$ cat src/rtl/noc_wrr_packet_arbiter.sv
// Packet-aware weighted round-robin arbiter for a NoC router output port.
// Each owner holds the channel for whole packets (head through tail) and may
// send up to its weight in packets before the priority pointer moves on.
module noc_wrr_packet_arbiter #(
    parameter int NUM_AGENTS = 4,
    parameter int WEIGHT_W   = 4,
    parameter int IDX_W      = $clog2(NUM_AGENTS)
) (
    input  logic                           clk,
    input  logic                           rst_n,
    input  logic [NUM_AGENTS-1:0]          req,
    input  logic [NUM_AGENTS-1:0]          req_last,
    input  logic [NUM_AGENTS*WEIGHT_W-1:0] weight,
    input  logic                           out_ready,
    output logic [NUM_AGENTS-1:0]          grant,
    output logic                           grant_valid,
    output logic [IDX_W-1:0]               grant_idx,
    output logic                           xfer
);

    typedef enum logic {
        IDLE = 1'b0,
        OWN  = 1'b1
    } state_t;

    state_t                  state_q, state_d;
    logic [NUM_AGENTS-1:0]   grant_q, grant_d;
    logic [IDX_W-1:0]        idx_q, idx_d;
    logic [IDX_W-1:0]        ptr_q, ptr_d;
    logic [WEIGHT_W-1:0]     credit_q, credit_d;
    logic                    in_pkt_q, in_pkt_d;

    logic                    found;
    logic [IDX_W-1:0]        winner;
    logic [WEIGHT_W-1:0]     win_weight;
    logic [WEIGHT_W-1:0]     w_arr [NUM_AGENTS];

    // A zero weight still grants one packet per turn.
    function automatic logic [WEIGHT_W-1:0] eff_weight(input logic [WEIGHT_W-1:0] w);
        if (w == '0) begin
            return WEIGHT_W'(1);
        end
        return w;
    endfunction

    // Successor of an agent index, wrapping at NUM_AGENTS.
    function automatic logic [IDX_W-1:0] next_idx(input logic [IDX_W-1:0] i);
        if (i == IDX_W'(NUM_AGENTS - 1)) begin
            return '0;
        end
        return i + 1'b1;
    endfunction

    assign grant       = grant_q;
    assign grant_valid = |grant_q;
    assign grant_idx   = idx_q;
    assign xfer        = grant_valid & req[idx_q] & out_ready;

    // Unpack the flat weight bus into per-agent fields.
    always_comb begin
        for (int i = 0; i < NUM_AGENTS; i++) begin
            w_arr[i] = weight[i*WEIGHT_W +: WEIGHT_W];
        end
    end

    // Rotating-priority scan: first requester at or after the pointer wins.
    always_comb begin
        int               j;
        logic [IDX_W-1:0] jj;
        found      = 1'b0;
        winner     = '0;
        win_weight = '0;
        j          = 0;
        jj         = '0;
        for (int k = 0; k < NUM_AGENTS; k++) begin
            j  = (int'(ptr_q) + k) % NUM_AGENTS;
            jj = IDX_W'(j);
            if (!found && req[jj]) begin
                found      = 1'b1;
                winner     = jj;
                win_weight = w_arr[jj];
            end
        end
    end

    // Next-state logic: grant from IDLE, packet/credit tracking and release in OWN.
    always_comb begin
        logic                rel;
        logic [WEIGHT_W-1:0] credit_dec;
        state_d    = state_q;
        grant_d    = grant_q;
        idx_d      = idx_q;
        ptr_d      = ptr_q;
        credit_d   = credit_q;
        in_pkt_d   = in_pkt_q;
        rel        = 1'b0;
        credit_dec = (credit_q != '0) ? credit_q - 1'b1 : '0;

        case (state_q)
            IDLE: begin
                if (found) begin
                    state_d         = OWN;
                    grant_d         = '0;
                    grant_d[winner] = 1'b1;
                    idx_d           = winner;
                    credit_d        = eff_weight(win_weight);
                    in_pkt_d        = 1'b0;
                end
            end
            OWN: begin
                if (xfer) begin
                    if (req_last[idx_q]) begin
                        in_pkt_d = 1'b0;
                        credit_d = credit_dec;
                        if (credit_dec == '0) begin
                            rel = 1'b1;
                        end
                    end else begin
                        in_pkt_d = 1'b1;
                    end
                end else if (!in_pkt_q && !req[idx_q]) begin
                    // Owner went quiet between packets: hand the channel back.
                    rel = 1'b1;
                end
                if (rel) begin
                    state_d = IDLE;
                    grant_d = '0;
                    ptr_d   = next_idx(idx_q);
                end
            end
            default: begin
                state_d = IDLE;
                grant_d = '0;
            end
        endcase
    end

    // State registers with asynchronous active-low reset.
    always_ff @(posedge clk or negedge rst_n) begin
        if (!rst_n) begin
            state_q  <= IDLE;
            grant_q  <= '0;
            idx_q    <= '0;
            ptr_q    <= '0;
            credit_q <= '0;
            in_pkt_q <= 1'b0;
        end else begin
            state_q  <= state_d;
            grant_q  <= grant_d;
            idx_q    <= idx_d;
            ptr_q    <= ptr_d;
            credit_q <= credit_d;
            in_pkt_q <= in_pkt_d;
        end
    end

endmodule

$ cat config.mk
export PLATFORM = sky130hd
export DESIGN_NAME = noc_wrr_packet_arbiter
export DESIGN_NICKNAME = d
export VERILOG_FILES = /design/src/rtl/noc_wrr_packet_arbiter.sv
export SDC_FILE = /design/constraint.sdc
export NUM_CORES = 1
export LEC_CHECK = 0
export ABC_AREA = 0
export CORE_MARGIN = 3
export CORE_UTILIZATION = 54
export DETAILED_ROUTE_END_ITERATION = 12
export GPL_TIMING_DRIVEN = 0
export PLACE_DENSITY = 0.82
export SYNTH_ARGS = -nofsm -noshare
export SYNTH_HDL_FRONTEND = slang
export SYNTH_SLANG_ARGS = --single-unit
$ cat constraint.sdc
create_clock -name clk -period 4.45 [get_ports clk]
set_clock_uncertainty 0.2 [all_clocks]
set_input_delay 0.89 -clock clk [delete_from_list [all_inputs] [get_ports clk]]
set_output_delay 0.89 -clock clk [all_outputs]
set_load 0.01 [all_outputs]
* Word level (Yosys, flattened, before mapping) *
Index checks and enable logic that the tools add are counted.

storage, ports and cells
  flip-flop bits (word level) = 14
  input bits = 27
  word-level logic and storage cells = 121

operators by class
  add/subtract/negate cells = 5
  magnitude comparators = 11
  equality and inequality tests = 5
  multiplexer cells = 68
  bitwise gates (word level) = 7
  reduce and logical (&&, ||, !) cells = 19

operators with widths
  cell                   count
  $mux W4                20
  $bmux W4 S2            4
  $mux W1                27
  $lt A2 B3 Y1 const B   6
  $pmux W4 S2            2
  $bmux W1 S2            6
  $ge A3 B3 Y1 const B   4
  $mux W2                6
  $not A2 Y3             4
  $logic_not A4 Y1       2
  $reduce_and A2 Y1      4
  $logic_and A1 B1 Y1    5
  $logic_not A1 Y1       5
  $add A2 B1 Y2 const B  2
  $add A2 B2 Y2 const B  2
  $ne A2 B1 Y1 const B   2
  $ne A2 B2 Y1 const B   2
  $pmux W1 S2            2
  $reduce_bool A4 Y1     1
  $reduce_or A4 Y1       1
  $sub A4 B1 Y4 const B  1
  $reduce_and A3 Y1      1
  $and A1 B1 Y1          2
  $demux W1 S2           1
  other kinds (3)        3

* Depth between registers and ports, before layout *
  depth in word-level cells = 19
  depth in mapped cells = 9
  mapped depth without buffers = 6

* Worst setup path after synthesis *
Ideal clock, no wire load.

  kind = input to register
  start = input req[0]
  end = register credit_q[0]
  setup time = 0.086 ns
  data arrival time = 2.444 ns
  path slack = 1.720 ns
  stages = 7
  path buffers = 1
  cell sequence = buf_6 mux2_2 mux2_4 a221o_1 a2111oi_2 nand4_1 a32oi_1

between the ends
  longest elaborated chain between the ends = 19

RTL lines
  what                           line  text
  from (decl)                    11    input logic [NUM_AGENTS-1:0] req,
  $bmux W1 S2                    78    if (!found && req[jj]) begin
  $mux W1 (not written as such)  78
  $mux W1                        78
  $logic_not A1 Y1               78
  $logic_and A1 B1 Y1            78
  $mux W1                        78
  $logic_not A1 Y1               78
  $logic_and A1 B1 Y1            78
  [... 3 more ...]               n/a
  $mux W4                        78
  $logic_not A4 Y1               40    if (w == '0) begin
  $mux W1                        40
  $mux W1                        101   if (found) begin
  $mux W1                        99    case (state_q)
  $mux W4                        43    return w;
  $mux W4                        101
  $pmux W4 S2                    99
  to (signal assigned)           152   credit_q <= credit_d;
  to (decl)                      30    logic [WEIGHT_W-1:0] credit_q, credit_d;

Parallel ways exist; a longest one is shown, timed or not. The select of a mux whose other input is x is not followed.
A chain may end at the register's enable or synchronous reset.

* Final worst setup path *
  start = input req[2]
  end = output xfer

between the ends
  longest elaborated chain between the ends = 4

RTL lines
  what                           line  text
  $bmux W1 S2                    57    assign xfer = grant_valid & req[idx_q] & out_ready;
  $mux W1 (not written as such)  57
  $and A1 B1 Y1 (2 in series)    57
  to (decl)                      18    output logic xfer

No other way between the ends. The select of a mux whose other input is x is not followed.

==> impl_results.md <==
* Synthesized area at 1510 sq um
* CP dominant cell by count: clkdlybuf4s50_1
* Crit path max-delay family: buffers and inverters
* Die Wd at 58.8 microns
* Root buf cell: clkbuf_4
* R2R depth at 8
* Worst-margin pin slew at 0.635 ns
* Synth Net Count at 199
* PD cells at 607 nW/um^2
* Top-Level Pins at 35
* Largest net degree at the start of global routing at 15
* Vias at 1593
* YS warnings at 0
* Buffers plus inverters on the worst setup path at 2
* Final TNS setup at 0 ns
* Placed Area at 1880 sq um
* Worst Setup Start Kind: primary input
* Area leader, netlist: dfrtp_1
* Adder-Cell Fraction of Synth Area at 0.00831
* TritonCTS clock tree: done
* Met2 Usage GRT at 0.442
* Synth cell types at 58
* Run status: finished, final reports clean
* Avg Synthesized Cell Area at 8.81 sq um
* Peak VDD IR at 0.539 mV
* Layer with the highest usage: met2
* Core area at 2570 sq um
* Synth area leaders: dfrtp_1 (23%), mux2i_1 (9.3%), mux4_2 (6.0%)
* Largest family of logic cells by synthesized area: compound AO/OA/AOI/OAI gates
* Num CTS Buffers at 3
* Post-cts resize count at 0
* Critical Path RT at 3.36 ns
* Initial antenna violation count at 0
* Slew HR at 0.575
* Clk_lat worst skew at 0.29 ns
* Critical Path AT at 2.61 ns
* Fraction of registers with async set or reset after synthesis at 1.00
* Top FF cell, synth: dfrtp_1
* Slowest Stage Delay on Critical Path at 0.50 ns
* Max-cap violations at 0
* Sequential-to-total area share from yosys stat at 0.233
* XOR/XNOR share of the synthesized area at 0
* Wirelength per Cell at 17.7 microns
* Fraction of layout cells with a size suffix above 1 at 0.134
* Final hold vios at 0
* Vias per inst at 6.67
* PortBufs at 34
* Routed wire length at 4230 microns
* Slew Limit Fails at 0
* Slowest cell on crit path: mux4_2
* Synth Area in Simple Gates at 0.194
* Routability cong. at 0.869
* Sink Count at 14
* Area grow syn2layout at 27.5%
* Hold_buf cts at 0
* # nets final at 238
* N_diodes at 0
* Kind of critical path: in -> out
* Mux cell area share after synthesis at 0.193
* CTS H-tree lvls at 1
* Synth Register Bits at 14
* CP endpoint kind: output port
* Power Total at 1.17 mW
* Die H at 58.8 microns
* Total grt overflow at 0
* Global-route wire length before repair at 7350 microns
* RSZ-0062 raised after global routing: no
* Period utilization at 0.830
* Fmax at 271 MHz
* DRT antenna net count at 0
* Top cell type's share of synthesized area at 0.233
* Post-route DRC at 0
* CP max FO at 5
* Vias in the first global route at 1578
* EDFF count, synth at 0
* Critical path depth in cells at 4
* Std cell rows at 18
* Crit path cell chain: clkdlybuf4s50_1 -> mux4_2 -> and3_1 -> clkdlybuf4s50_1
* 1st-pass router iterations at 5
* Core Util, Final at 0.748
* Worst Hold Class: reg -> reg
* Met1 Track Usage GR at 0.386
* Mapped Cells at 171
* DPL Wire Length at 3340 microns
* Setup violations, final at 0
* Tmin final at 3.70 ns
* Min Hold Slack at 0.325 ns
* Lkg Pwr at 0.763 nW
* Reg clk slew, reported paths at 0.08 ns
* Post-CTS setup buffer count at 0
* WHS Path Cells at 1
* Post-route cell area at 1920 sq um
* Initial core utilization at 0.587
* Met3 Use GR at 0.0439
* Compound-Gate Fraction of Synth Area at 0.308
* Die area at 3460 sq um
* Drt initial violations at 117
* Clk buf depth at 2
* Total GRT Usage at 0.271
placed cells by master, fill, tap and decap left out, types with 3 or more instances in the layout:
| master | count |
|---|---|
| a21oi_1 | 11 |
| a31oi_1 | 3 |
| buf_2 | 5 |
| clkbuf_4 | 3 |
| clkdlybuf4s50_1 | 34 |
| dfrtp_1 | 14 |
| inv_1 | 7 |
| mux2_2 | 3 |
| mux2i_1 | 14 |
| mux4_2 | 4 |
| nand2_1 | 18 |
| nor2_1 | 10 |
| nor2b_1 | 3 |
| nor3_1 | 4 |
| o21ai_0 | 8 |
| o221ai_1 | 3 |
| o2bb2ai_1 | 3 |
per-layer routing:
| layer | up-vias | part of all wire | routed length, microns |
|---|---|---|---|
| li1 | 746 | - | - |
| met1 | 763 | 0.43 | 1810 |
| met2 | 82 | 0.49 | 2060 |
| met3 | 2 | 0.081 | 343 |
| met4 | 0 | 0.0036 | 15 |
| met5 | - | 0 | 0 |
worst paths after layout:
| check | from | end | slack (ns) |
|---|---|---|---|
| hold reg to reg | grant[3] | grant[3] | 0.32 |
| max in group asynchronous | rst_n | grant[2] | 2.85 |
| hold / removal | grant[3] | grant[3] | 0.32 |
| min in group asynchronous | rst_n | credit_q[2] | 0.78 |
| setup reg to reg | ptr_q[1] | credit_q[0] | 1.76 |
| setup / recovery | req[2] | xfer | 0.75 |
final cells by class:
cell class                 instances  area (sq um)
inverter                           8          30.0
multi-input combinational        138          1060
tap                               30          37.5
buffer                            11          66.3
timing repair buffer              34           340
fill                             219           647
sequential                        14           350
clock buffer                       4          36.3
cell usage after synthesis, types with 3 or more instances:
master,instances
mux4_2,4
nor2_1,10
nor2b_1,3
mux2i_1,14
inv_1,7
a21oi_1,11
dfrtp_1,14
a31oi_1,3
o221ai_1,3
nand2_1,18
mux2_2,3
buf_2,5
o2bb2ai_1,3
nor3_1,4
o21ai_0,8
registers in the layout, indices dropped and copies added (netlist names):
| register | count |
|---|---|
| grant_idx | 2 |
| state_q | 1 |
| in_pkt_q | 1 |
| grant | 4 |
| ptr_q | 2 |
| credit_q | 4 |
where the power goes:
group	internal (mW)	switching, mW	leakage [nW]	total, mW
sequential	0.189	0.0601	0.171	0.249
clock	0.0499	0.0456	0.0210	0.0954
combinational	0.377	0.445	0.571	0.822
cells by family (layout without fill, tap and decap cells):
kind of cell / count (synthesis) / count (layout)
AOI/OAI and AO/OA: 59 / 59
adders and majority gates: 1 / 1
buffers and inverters: 19 / 57
DFF: 14 / 14
muxes: 23 / 23
and+or+nand+nor: 55 / 55
stage by stage:
| stage | setup slack (ns) | instances |
|---|---|---|
| after detailed placement | 0.752 | 235 |
| final | 0.755 | 239 |
| after global routing | 0.693 | 239 |
| after CTS | 0.744 | 239 |
| after floorplan | 1.72 | 171 |
| after global placement | 0.769 | 235 |
No activity file was read; power rests on OpenSTA's default activity.
